File: config.mk
export PLATFORM = sky130hd
export DESIGN_NAME = wsg_voice_sched
export DESIGN_NICKNAME = d
export VERILOG_FILES = /design/src/rtl/wsg_voice_sched.sv
export SDC_FILE = /design/constraint.sdc
export NUM_CORES = 1
export LEC_CHECK = 0
export CAP_MARGIN = 30
export CORE_AREA = 2 2 236 191
export DETAILED_ROUTE_END_ITERATION = 16
export DIE_AREA = 0 0 238 193
export DONT_BUFFER_PORTS = 1
export PLACE_DENSITY = 0.52
export SYNTH_ARGS = -nofsm -noshare
export SYNTH_HDL_FRONTEND = slang
export SYNTH_SLANG_ARGS = --single-unit
File: constraint.sdc
create_clock -name clk_pixel -period 12.84 [get_ports clk_pixel]
set_input_delay 0.642 -clock clk_pixel [delete_from_list [all_inputs] [get_ports clk_pixel]]
set_output_delay 0.642 -clock clk_pixel [all_outputs]
set_load 0.02 [all_outputs]
File: src/rtl/wsg_voice_sched.sv
// wsg_voice_sched: 3-voice wavetable sound scheduler, one PROM fetch per voice slot, mixed sample every 3 slots.
module wsg_voice_sched #(
  parameter int CLK_HZ  = 34800000,
  parameter int SLOT_HZ = 72000
) (
  input  logic       clk_pixel,
  input  logic       reset_n,
  input  logic       reg_we,
  input  logic [4:0] reg_addr,
  input  logic [3:0] reg_wdata,
  output logic       rom_rd,
  output logic [8:0] rom_addr,
  input  logic [3:0] rom_data,
  output logic [9:0] sample_out,
  output logic       sample_valid,
  output logic       busy
);
  localparam int DIV = CLK_HZ / SLOT_HZ;
  localparam int CW  = DIV > 1 ? $clog2(DIV) : 1;

  typedef enum logic [1:0] {S_IDLE, S_FETCH, S_WAIT, S_ACC} state_t;
  state_t state, state_nxt;

  logic [3:0]    regs [32];
  logic [19:0]   phase [3];
  logic [CW-1:0] cnt;
  logic          slot_start;
  logic [1:0]    v;
  logic [4:0]    b;
  logic [3:0]    vol, rom_q;
  logic [19:0]   freq;
  logic [9:0]    sum, p;

  // Base of the current voice's 5-register block.
  assign b = {1'b0, v, 2'b00} + {3'b000, v};
  assign p = 10'(vol) * (10'(rom_q) - 10'd7);

  always_ff @(posedge clk_pixel) assert (DIV >= 4) else $error("wsg_voice_sched: CLK_HZ/SLOT_HZ must be >= 4");

  always_ff @(posedge clk_pixel or negedge reset_n)
    if (!reset_n) begin
      for (int i = 0; i < 32; i++) regs[i] <= '0;
    end else if (reg_we) begin
      regs[reg_addr] <= reg_wdata;
    end

  always_ff @(posedge clk_pixel or negedge reset_n)
    if (!reset_n) begin
      cnt        <= '0;
      slot_start <= 1'b0;
      state      <= S_IDLE;
    end else begin
      cnt        <= cnt == CW'(DIV - 1) ? '0 : cnt + CW'(1);
      slot_start <= cnt == CW'(DIV - 1);
      state      <= state_nxt;
    end

  always_comb begin
    state_nxt = state == S_IDLE  ? (slot_start ? S_FETCH : S_IDLE) :
                state == S_FETCH ? S_WAIT :
                state == S_WAIT  ? S_ACC : S_IDLE;
    rom_rd    = state == S_FETCH;
    rom_addr  = rom_rd ? {regs[b + 5'h05], phase[v][17:13]} : '0;
    busy      = state != S_IDLE;
  end

  always_ff @(posedge clk_pixel or negedge reset_n)
    if (!reset_n) begin
      for (int i = 0; i < 3; i++) phase[i] <= '0;
      v            <= '0;
      vol          <= '0;
      freq         <= '0;
      rom_q        <= '0;
      sum          <= '0;
      sample_out   <= '0;
      sample_valid <= 1'b0;
    end else begin
      sample_valid <= 1'b0;
      if (state == S_FETCH) begin
        vol  <= regs[b + 5'h15];
        freq <= {regs[b + 5'h14], regs[b + 5'h13], regs[b + 5'h12], regs[b + 5'h11], v == 2'd0 ? regs[5'h10] : 4'h0};
      end
      if (state == S_WAIT) rom_q <= rom_data;
      if (state == S_ACC) begin
        phase[v] <= phase[v] + freq;
        sum      <= v == 2'd0 ? p : sum + p;
        v        <= v == 2'd2 ? 2'd0 : v + 2'd1;
        if (v == 2'd2) begin
          sample_out   <= sum + p;
          sample_valid <= 1'b1;
        end
      end
    end
endmodule
**After elaboration in Yosys (flattened, before gate mapping)**

Cells that the tools add are included.

- Output and inout port bits: 22
- Input port bits: 16
- Word-level logic and storage cells: 125
- Register bits: 251

- Bitwise gates (word level): 8
- Muxes and demuxes: 38
- Magnitude comparators: 10
- Multiply operators: 1
- Add/subtract/negate cells: 12
- Reductions and logical operators: 6
- Eq/ne operators: 5

Operator list:

| cell | count |
|---|---|
| bitwise mux 128 bit | 1 |
| binary-select mux 4 bit (select 5 bit) | 6 |
| bitwise mux 60 bit | 1 |
| two-way mux 20 bit | 3 |
| two-way mux 4 bit | 14 |
| greater-or-equal comparator 6 bit (second input constant) | 7 |
| inverter 5 -> 6 bit | 7 |
| binary-select mux 20 bit (select 2 bit) | 1 |
| demux 20 bit (select 2 bit) | 1 |
| adder 5 bit (second input constant) | 5 |
| adder 20 bit | 1 |
| demux 4 bit (select 5 bit) | 1 |
| two-way mux 9 bit | 2 |
| adder 10 bit | 1 |
| multiplier 5 x 5 -> 10 bit | 1 |
| two-way mux 10 bit | 1 |
| adder 9 x 1 -> 9 bit (second input constant) | 1 |
| equality test 9 bit (second input constant) | 1 |
| two-way mux 2 bit | 4 |
| equality test 2 bit (second input constant) | 3 |
| < comparator 6 x 1 -> 1 bit (second input constant) | 1 |
| adder 4 x 2 -> 5 bit | 1 |
| adder 5 x 3 -> 5 bit (second input constant) | 1 |
| subtractor 4 x 3 -> 5 bit (second input constant) | 1 |
| 10 further kinds | 14 |

**Depth between registers and ports, before layout**

Gate-level depths: netlist of the first run.

- Depth after elaboration: 7
- Mapped depth: 20
- Gate-level depth less buffers: 20

**Least setup slack after synthesis of the first run**

No wires, ideal clock.

- Path kind: register to register
- From: reg rom_q[0]
- To: reg sum[9]
- Arrival: 4.732 ns
- Stages on the path, launching flop included: 21
- Data required time: 12.776 ns
- Clock period less this slack: 4.796 ns
- Path buffers: 0
- Setup time: 0.064 ns
- Path slack: 8.044 ns
- Cells stage by stage: dfrtp_1 ha_1 a21o_1 inv_1 nand2_1 fa_1 fa_1 fa_1 inv_1 ha_1 a21o_1 a21oi_1 o21bai_1 a21oi_1 xnor2_1 ha_1 a21oi_1 nand3_1 a21o_1 a21oi_1 o21a_1

- Cells in the longest elaborated chain, start to end: 4

RTL lines:

| what | RTL line | RTL |
|---|---|---|
| start: declaration | 30 | `logic [3:0] vol, rom_q;` |
| start signal: assignment | 83 | `if (state == S_WAIT) rom_q <= rom_data;` |
| subtractor 4 x 3 -> 5 bit (*) | 36 | `assign p = 10'(vol) * (10'(rom_q) - 10'd7);` |
| multiplier 5 x 5 -> 10 bit (*) | 36 |  |
| adder 10 bit | 86 | `sum <= v == 2'd0 ? p : sum + p;` |
| two-way mux 10 bit (*) | 86 |  |
| end signal: assignment | 86 |  |
| end: declaration | 32 | `logic [9:0] sum, p;` |

Every way passes the cells marked *; elsewhere a longest branch is shown, timed or not.
A chain may end at the register's enable or synchronous reset.

**Worst setup path after layout of the first run**

Ends and elaborated chain as after synthesis.

==> flow_metrics.py, run 1 <==
metrics = {
    "grt": {
        "grt_pass1_wl_um": 61890,
        "grt_start_max_net_pins": 244,
        "grt_use_total_pct": 17.41,
        "antenna_found_initial": 0,
        "grt_overflow_total": 0,
        "grt_pass1_vias": 10109,
    },
    "detailed_routing": {
        "wire_per_inst_um": 21.06,
        "num_vias": 10320,
        "ant_nets": 0,
        "drc": 0,
        "vias_per_cell": 5.554,
        "drt_wl_total_um": 39130,
        "drt_iter0_drc": 937,
        "firstDrtPassIters": 5,
    },
    "setup_path": {
        "critPathMostFrequentCell": "a21oi_1",
        "slowest_delay_ns": 0.61,
        "cp-start-kind": "flip-flop",
        "critical_path_required_ns": 13.34,
        "path_delay_family": "adder cells",
        "worst-path-buf-inv": 2,
        "path_class": "reg -> reg",
        "cp_cell_sequence": "ha_1 > a21o_1 > inv_1 > nand2_1 > fa_1 > fa_1 > fa_1 > inv_1 > ha_1 > a21o_1 > a21oi_1 > o21bai_1 > a21oi_1 > xnor2_1 > ha_1 > a21oi_1 > nand3_1 > a21o_1 > a21oi_1 > o21a_1",
        "crit_path_max_fanout": 7,
        "crit_arrival_ns": 5.72,
        "cp-end-kind": "flip-flop",
        "critPathSlowestCell": "fa_1",
    },
    "place": {
        "dp_hpwl_um": 26490,
        "place_congestion": 0.8076,
        "post-place-cells": 1801,
        "pre_cts_ws_ns": 7.649,
        "io_buffers": 0,
    },
    "clock_tree": {
        "cts_root_buffer": "clkbuf_16",
        "ctsHoldBuffers": 1,
        "cts_tree": "built",
        "htree_levels": 1,
        "cts_made_buffers": 30,
        "cts.repair.resized": 0,
        "clk_pin_slew_worst_paths_ns": 0.06,
        "clockBufferDepth": 3,
        "clkLatencyLatePin_ns": 0.56,
        "cts_setup_buffers": 0,
        "cts.sinks": 243,
    },
    "logic_synthesis": {
        "syn_area_per_cell_um2": 11.65,
        "syn_area_um2": 15110,
        "synth_area_leaders": "dfrtp_1 (40%), mux4_2 (16%), mux2_2 (12%), ha_1 (5.1%), nand2_1 (4.7%)",
        "synth_top_area_share_pct": 40.25,
        "synthArstFlopShare_pct": 100.0,
        "synth_flop_cell": "dfrtp_1",
        "synth.distinct_cells": 55,
        "synth_cells": 1297,
        "yosys_warnings": 0,
        "synth_area_leader_cell": "dfrtp_1",
        "ys_ff_latch": 243,
        "syn_nets": 1383,
        "ys_seq_area_share_pct": 40.25,
        "synth_edf_count": 0,
    },
    "sta": {
        "slew_headroom_pct": 11.81,
        "finalMaxSlewViolations": 0,
        "hold_violations": 0,
        "fin_hold_ws_ns": 0.1335,
        "worstMarginPinSlew_ns": 1.323,
        "fmax_mhz": 191.5,
        "finClkSkew_ns": 0.01020,
        "setup_ws_ns": 7.617,
        "tns_ns": 0,
        "fin_crit_sh_pct": 40.68,
        "rsz0062_at_grt": "false",
        "setup_viol": 0,
        "period_minus_slack_ns": 5.223,
    },
    "finish": {
        "nNetsFinal": 1352,
        "syn_to_final_growth_pct": 10.35,
        "drive_gt1_share_pct": 26.51,
        "n_antenna_cell": 0,
        "final_cells": 1858,
        "fillers": 4182,
    },
    "floorplan": {
        "coreArea_um2": 43860,
        "die_area_um2": 45930,
        "fp.dieW_um": 238,
        "fp-row-count": 69,
        "initial_core_util_pct": 34.45,
        "pin_count": 38,
        "fp.dieH_um": 193,
    },
    "power": {
        "p_int_w": 0.001584,
        "power.switching_w": 0.0005282,
        "pwr_density_cell_nw_per_um2": 126.7,
        "seqPwrFrac_pct": 44.0,
        "irDropWorstVdd_mv": 0.06821,
        "swShare_pct": 25.01,
        "power.leakage_nw": 7.222,
        "p_comb_share_pct": 12.1,
        "p_clk_share_pct": 43.9,
    },
    "run": {
        "cap_violations": 0,
    },
    "worst_hold_path": {
        "hp-class": "in -> async",
    },
    "status": {
        "run_status": "finished clean",
    },
}
-- flip-flops by register name, indices dropped and copies added (netlist names), 4 cells and up --
name        cells
sum            10
rom_q           4
cnt             9
freq           18
vol             4
regs          128
sample_out     10
phase          54
-- worst register-to-register path: stages, from the launching register on --
cell,delay [ns]
dfrtp_1,0.45
ha_1,0.25
a21o_1,0.21
inv_1,0.14
nand2_1,0.11
fa_1,0.51
fa_1,0.52
fa_1,0.61
inv_1,0.06
ha_1,0.28
a21o_1,0.17
a21oi_1,0.22
o21bai_1,0.10
a21oi_1,0.17
xnor2_1,0.18
ha_1,0.33
a21oi_1,0.16
nand3_1,0.19
a21o_1,0.23
a21oi_1,0.14
o21a_1,0.12
-- cell usage in the layout (no fill, tap or decap), types with 9 or more instances in the layout --
| cell type | n |
|---|---|
| clkinv_2 | 9 |
| nor2b_1 | 14 |
| mux4_2 | 107 |
| a22oi_1 | 11 |
| nor2_1 | 57 |
| and2_1 | 16 |
| nand2_1 | 191 |
| xnor2_1 | 20 |
| nand3_1 | 21 |
| buf_4 | 12 |
| a21o_1 | 14 |
| dfrtp_1 | 241 |
| inv_1 | 50 |
| ha_1 | 58 |
| a21oi_1 | 35 |
| fa_1 | 9 |
| xor2_1 | 14 |
| mux2_2 | 159 |
| o21ai_0 | 77 |
| clkbuf_16 | 31 |
| mux2i_1 | 40 |
-- metal layers --
metal | part of all wire (%) | track usage [%] | up-vias
met2 | 44 | 26.35 | 327
met3 | 7.1 | 3.730 | 41
li1 | - | - | 4655
met4 | 1.8 | 3.462 | 0
met5 | 0 | 0 | -
met1 | 47 | 25.79 | 5297
-- cell type report --
| type | count | area, µm² | share of cell area [%] |
|---|---|---|---|
| inverter | 50 | 187.7 | 1.126 |
| clock buffer | 37 | 838.3 | 5.028 |
| timing repair buffer | 13 | 117.6 | 0.7054 |
| clock inverter | 19 | 255.2 | 1.531 |
| tap | 568 | 710.7 | 4.263 |
| multi-input combinational | 928 | 8474 | 50.83 |
| sequential | 243 | 6088 | 36.52 |
-- power by group through the flow --
stage | registers (W) | clock network (W) | logic [W]
6_report | 0.000929 | 0.000928 | 0.000255
5_1_grt | 0.000940 | 0.000981 | 0.000272
4_1_cts | 0.000925 | 0.000951 | 0.000254
3_5_place_dp | 0.000938 | 0 | 0.000235
3_3_place_gp | 0.000935 | 0 | 0.000232
2_1_floorplan | 0.000904 | 0 | 0.000190
-- through the flow --
step	util (%)	instance area, µm²	total power (W)
2_1_floorplan	-	15110	0.001094
3_3_place_gp	35.46	15550	0.001168
3_5_place_dp	35.46	15550	0.001173
4_1_cts	38.01	16670	0.002130
5_1_grt	38.01	16670	0.002193
6_report	38.01	16670	0.002112
-- cell families after synthesis --
kind of cell / after synthesis / synth area share (%)
AOI/OAI and AO/OA: 181 / 7.222
xor gates and xnor gates: 34 / 1.971
adders and majority gates: 70 / 6.244
buffers and inverters: 126 / 3.776
DFF: 243 / 40.25
muxes: 308 / 30.80
and+or+nand+nor: 335 / 9.739
-- worst paths after layout --
path	cells past startpoint	end	slack, ns	from
worst max-delay path	20	sum[9]	7.62	rom_q[0]
worst min-delay path	1	regs[98]	0.13	reset_n
worst max register to register	20	sum[9]	7.62	rom_q[0]
worst min register to register	2	phase[47]	0.47	phase[47]
max in group asynchronous	1	v[0]	11.53	reset_n
min in group clk_pixel	1	rom_q[1]	0.24	rom_data[1]
-- synth_stat cells (all sizes together) (7+ instances only) --
cell type  instances
a21o              14
a21oi             36
a22oi             11
and2              16
buf               33
clkbuf            43
dfrtp            243
fa                 9
ha                61
inv               50
mux2             159
mux2i             40
mux4             109
nand2            191
nand3             21
nor2              57
nor2b             14
nor3               7
nor3b              7
o21a               7
o21ai             82
xnor2             20
xor2              14
No activity file was read; power rests on OpenSTA's default activity.
==> inputs of run 2 (changes only) <==
PLACE_DENSITY = 0.53   (was 0.52)
clock period = 4.8 ns   (was 12.84 ns; I/O delays follow)
==> run 2 against run 1 <==
  * The flow now finishes with violations (hold timing)
  * Worst hold slack worse by 0.76 ns
  * Die area unchanged
  * Maximum frequency up 13%
  * Flip-flop and latch count unchanged
  * Register-to-register slack worse by 7.4 ns
  * Clock power rose to 2.5 times the previous value
  * Routed wire length up 1.5%
  * Critical path depth down 3
  * Total power rose to 2.6 times the previous value
  * Setup slack worse by 7.4 ns
  * Sequential share of layout area down 0.64 points
  * Clock skew down 0.00076 ns
  * Critical endpoint unchanged
==> flow_metrics.py, run 2 (synthesis results as in run 1) <==
metrics = {
    "status": {
        "run_status": "finished, violations left",
        "violations": "hold timing",
    },
    "sta": {
        "setup_viol": 0,
        "hold_violations": 243,
        "fin_hold_ws_ns": -0.6223,
        "fin_crit_sh_pct": 96.47,
        "finClkSkew_ns": 0.009440,
        "finalMaxSlewViolations": 0,
        "rsz0062_at_grt": "true",
        "worstMarginPinSlew_ns": 0.8112,
        "period_minus_slack_ns": 4.630,
        "slew_headroom_pct": 45.81,
        "fmax_mhz": 216.0,
    },
    "clock_tree": {
        "htree_levels": 1,
        "cts_root_buffer": "clkbuf_16",
        "clockBufferDepth": 3,
        "cts_tree": "built",
        "ctsHoldBuffers": 8,
        "clkLatencyLatePin_ns": 0.58,
        "cts.sinks": 243,
        "clk_pin_slew_worst_paths_ns": 0.06,
        "cts_made_buffers": 30,
    },
    "finish": {
        "fillers": 4183,
        "syn_to_final_growth_pct": 12.34,
        "top_regs": "regs x128, phase x54, freq x18",
        "n_antenna_cell": 0,
        "final_cell_mix": "dfrtp_1 (240), nand2_1 (191), mux2_2 (159)",
        "top_register": "regs",
        "nNetsFinal": 1379,
        "drive_gt1_share_pct": 28.90,
        "largest_register_ffs": 128,
        "final_common_cell": "dfrtp_1",
        "design_area_um2": 16970,
    },
    "power": {
        "pwr_density_cell_nw_per_um2": 322.7,
        "irDropWorstVdd_mv": 0.2515,
        "power.leakage_nw": 7.364,
    },
    "grt": {
        "grt_pass1_vias": 10160,
        "grt_pass1_wl_um": 62710,
        "grt_overflow_total": 0,
        "antenna_found_initial": 0,
        "grtUsageMet3_pct": 3.716,
        "met2_usage_pct": 26.93,
        "grt_use_total_pct": 17.70,
        "grtUsageMet1_pct": 26.00,
        "grt_start_max_net_pins": 244,
        "global_route.peak_usage_layer": "met2",
    },
    "worst_hold_path": {
        "hp-class": "in -> async",
    },
    "setup_path": {
        "cp-end-kind": "flip-flop",
        "r2r_end": "sum[9]",
        "cp-start-kind": "flip-flop",
        "crit_path_max_fanout": 4,
        "crit_arrival_ns": 5.14,
        "reg2reg_depth": 17,
        "critical_path_required_ns": 5.31,
        "r2r-start": "rom_q[1]",
        "r2r_slack_ns": 0.17,
        "startpoint": "rom_q[1]",
        "path_class": "reg -> reg",
    },
    "floorplan": {
        "die_area_um2": 45930,
        "initial_core_util_pct": 34.45,
        "coreArea_um2": 43860,
        "fp.dieW_um": 238,
        "pin_count": 38,
        "fp.dieH_um": 193,
        "fp-row-count": 69,
    },
    "detailed_routing": {
        "num_vias": 10348,
        "ant_nets": 0,
        "drt_iter0_drc": 885,
        "drc": 0,
        "wire_per_inst_um": 21.10,
        "firstDrtPassIters": 5,
        "vias_per_cell": 5.495,
        "drt_wl_total_um": 39720,
    },
    "place": {
        "dp_hpwl_um": 26620,
        "placed_area_um2": 15680,
        "io_buffers": 0,
        "place_congestion": 0.8296,
    },
    "run": {
        "cap_violations": 0,
    },
}
## run 2: changes by cell type in the layout (fill, tap and decap cells not counted), moves of 3 or more
cell	change
buf_4	+17
dlygate4sd3_1	+4
xnor2_1	-3
xnor2_2	+3
buf_12	+6
bufinv_16	-3
a21oi_2	+4
a21oi_1	-4
## run 2: per-layer routing
layer	share of wire, %	wire [µm]	up-vias
met5	0	0	-
met4	2.0	801	0
met3	6.5	2596	50
met2	44	17550	305
met1	47	18770	5295
li1	-	-	4698
## run 2: repair_timing
action,CTS,global route
buffers inserted,1,5
endpoints found under the hold margin,375,243
setup endpoints to repair,5,6
resized for setup,3,21
pin swaps,6,22
## run 2: worst max path at each step
stage                     cells past startpoint  slack [ns]     end
after global routing                         19       -0.08  sum[8]
final                                        17        0.17  sum[9]
after floorplan                              20       0.004  sum[9]
after global placement                       20       -0.05  sum[9]
after CTS                                    20        0.03  sum[9]
after detailed placement                     20       -0.16  sum[9]
## run 2: critical path: stages, from the launching register on
cell and delay (ns):
dfrtp_2 0.45, ha_4 0.19, xor2_2 0.14, nand2_1 0.11, fa_1 0.59, fa_1 0.45, fa_1 0.50, buf_4 0.16
fa_1 0.46, nor2b_2 0.15, o21ai_0 0.09, a21oi_1 0.26, ha_1 0.32, nand4_1 0.13, nand3_2 0.12, a21o_1 0.20
a21oi_1 0.13, o21a_1 0.12
## run 2: power breakdown
group	internal, W	switching [W]
registers	0.00226	0.000219
logic	0.000426	0.000242
clock network	0.00141	0.000921
## run 2: final cells by class
class	instances	area, µm²	share of cell area, %
Clock inverter	15	157.7	0.9289
Multi-Input combinational cell	928	8582	50.56
Timing Repair Buffer	40	389.1	2.293
Inverter	50	187.7	1.106
Sequential cell	243	6090	35.88
Clock buffer	39	855.8	5.042
Tap cell	568	710.7	4.187
## run 2: stage by stage
step | std cells | utilization [%] | TNS (ns) | setup slack (ns) | total power [W]
final | 1883 | 38.70 | 0 | 0.1695 | 0.005476
after global routing | 1883 | 38.70 | -0.1374 | -0.07848 | 0.005674
after CTS | 1878 | 38.38 | 0 | 0.03057 | 0.005525
after detailed placement | 1815 | 35.75 | -0.2290 | -0.1566 | 0.003137
after global placement | 1814 | 35.73 | -0.05131 | -0.05131 | 0.003117
after floorplan | 1297 | - | 0 | 0.003560 | 0.002928
==> inputs of run 3 (changes only) <==
PLACE_DENSITY = 0.52   (was 0.53)
clock period = 5.2 ns   (was 4.8 ns; I/O delays follow)
==> run 3 against run 2 <==
  * The flow still finishes with violations (hold timing)
  * Total power shrank 8.9%
  * Cell count shrank 1.0%
  * Register-to-register slack gained 0.17 ns
  * Combinational power shrank 7.3%
  * Routed wire length grew 0.34%
  * Global-route usage grew 0.22 points
  * Die area is the same
  * First-iteration DRC count shrank 21%
  * Clock power shrank 11%
  * Critical path type unchanged
  * Largest power group unchanged
==> flow_metrics.py, run 3 (synthesis results as in run 1) <==
metrics = {
    "detailed_routing": {
        "num_vias": 10229,
        "drc": 0,
        "wire_per_inst_um": 21.38,
        "drt_iter0_drc": 703,
        "vias_per_cell": 5.488,
        "drt_wl_total_um": 39860,
        "firstDrtPassIters": 5,
        "ant_nets": 0,
    },
    "finish": {
        "fillers": 4233,
        "multiInputGateArea_um2": 8494,
        "drive_gt1_share_pct": 26.08,
        "regArea_um2": 6088,
        "largest_register_ffs": 128,
        "final_cell_mix": "dfrtp_1 (241), nand2_1 (191), mux2_2 (159)",
        "top_register": "regs",
        "nNetsFinal": 1358,
        "final_common_cell": "dfrtp_1",
        "top_regs": "regs x128, phase x54, freq x18",
        "n_antenna_cell": 0,
        "final_core_util_pct": 38.05,
        "design_area_um2": 16690,
        "syn_to_final_growth_pct": 10.46,
    },
    "setup_path": {
        "reg2reg_depth": 20,
        "cp-end-kind": "flip-flop",
        "crit_path_max_fanout": 4,
        "r2r_slack_ns": 0.34,
        "cp-start-kind": "flip-flop",
        "r2r_end": "sum[9]",
        "path_class": "reg -> reg",
        "critical_path_required_ns": 5.70,
        "r2r-start": "rom_q[0]",
        "crit_arrival_ns": 5.36,
    },
    "grt": {
        "antenna_found_initial": 0,
        "grt_pass1_wl_um": 63550,
        "grt_use_total_pct": 17.93,
        "grt_overflow_total": 0,
        "grt_start_max_net_pins": 244,
        "grt_pass1_vias": 10376,
    },
    "place": {
        "io_buffers": 0,
        "dp_hpwl_um": 26640,
        "placed_area_um2": 15570,
        "place_congestion": 0.8075,
    },
    "clock_tree": {
        "cts_root_buffer": "clkbuf_16",
        "htree_levels": 1,
        "cts_setup_buffers": 0,
        "clockBufferDepth": 3,
        "cts.sinks": 243,
        "cts_tree": "built",
        "clk_pin_slew_worst_paths_ns": 0.06,
        "cts_made_buffers": 30,
        "clkLatencyLatePin_ns": 0.58,
        "ctsHoldBuffers": 8,
    },
    "worst_hold_path": {
        "hp-class": "in -> async",
    },
    "floorplan": {
        "fp-row-count": 69,
        "fp.dieH_um": 193,
        "die_area_um2": 45930,
        "coreArea_um2": 43860,
        "initial_core_util_pct": 34.45,
        "fp.dieW_um": 238,
        "pin_count": 38,
    },
    "sta": {
        "finalMaxSlewViolations": 0,
        "slew_headroom_pct": 33.81,
        "setup_viol": 0,
        "hold_violations": 243,
        "worstMarginPinSlew_ns": 0.9918,
        "tns_ns": 0,
        "fin_hold_ws_ns": -0.6051,
        "fin_crit_sh_pct": 93.56,
        "rsz0062_at_grt": "false",
        "period_minus_slack_ns": 4.865,
        "finClkSkew_ns": 0.02682,
        "fmax_mhz": 205.6,
    },
    "power": {
        "pwr_density_cell_nw_per_um2": 299.0,
        "irDropWorstVdd_mv": 0.2451,
        "power.leakage_nw": 7.220,
    },
    "run": {
        "cap_violations": 0,
    },
    "status": {
        "violations": "hold timing",
        "run_status": "finished, violations left",
    },
}
run 3: timing repair:
item | 4_1_cts | 5_1_grt
gates resized for setup | 0 | 5
hold endpoints to repair | 375 | 243
endpoints found under the setup margin | 0 | 3
run 3: metal layers:
layer | global-route usage [%] | vias to the layer above | part of all wire [%]
li1 | - | 4663 | -
met1 | 26.14 | 5249 | 47
met2 | 27.38 | 264 | 44
met3 | 3.744 | 53 | 6.5
met4 | 4.231 | 0 | 2.0
met5 | 0 | - | 0
run 3: worst max-delay path, cell delays in order (launching register included):
cell	delay (ns)
dfrtp_1	0.38
ha_1	0.22
a21o_1	0.21
inv_2	0.09
nand2_1	0.08
fa_1	0.51
fa_1	0.52
fa_1	0.55
inv_1	0.06
ha_1	0.29
a21o_1	0.19
a21oi_2	0.17
o21bai_1	0.08
a21oi_1	0.17
xnor2_1	0.19
ha_1	0.33
a21oi_2	0.17
nand3_2	0.13
a21o_1	0.20
a21oi_1	0.14
o21a_1	0.12
run 3: worst max path at each step:
stage               endpoint  slack, ns     start
global route          sum[9]       0.03  rom_q[1]
finish                sum[9]       0.34  rom_q[0]
CTS                   sum[9]       0.06  rom_q[1]
global placement      sum[9]       0.19  rom_q[1]
floorplan             sum[9]       0.40  rom_q[0]
detailed placement    sum[9]       0.07  rom_q[1]
run 3: area by class of cell:
type / instances / area share [%]
clock buffer: 52 / 5.601
sequential: 243 / 36.48
multi-input combinational: 928 / 50.90
clock inverter: 4 / 0.2699
inverter: 50 / 1.125
tap: 568 / 4.259
timing repair buffer: 19 / 1.365
run 3: report_power, final:
part	total (W)	internal, W	switching (W)
registers	0.00229	0.00209	0.000205
clock network	0.00208	0.00125	0.000824
logic	0.000619	0.000393	0.000226
run 3: stage by stage:
stage | worst slack, ns | hold slack (ns) | total power (W) | cells
3_5_place_dp | 0.06905 | -0.01316 | 0.002897 | 1800
5_1_grt | 0.03204 | -0.6305 | 0.005192 | 1864
2_1_floorplan | 0.4036 | -0.03559 | 0.002702 | 1297
3_3_place_gp | 0.1948 | -0.01422 | 0.002879 | 1800
4_1_cts | 0.05731 | -0.6222 | 0.005035 | 1864
6_report | 0.3350 | -0.6051 | 0.004991 | 1864
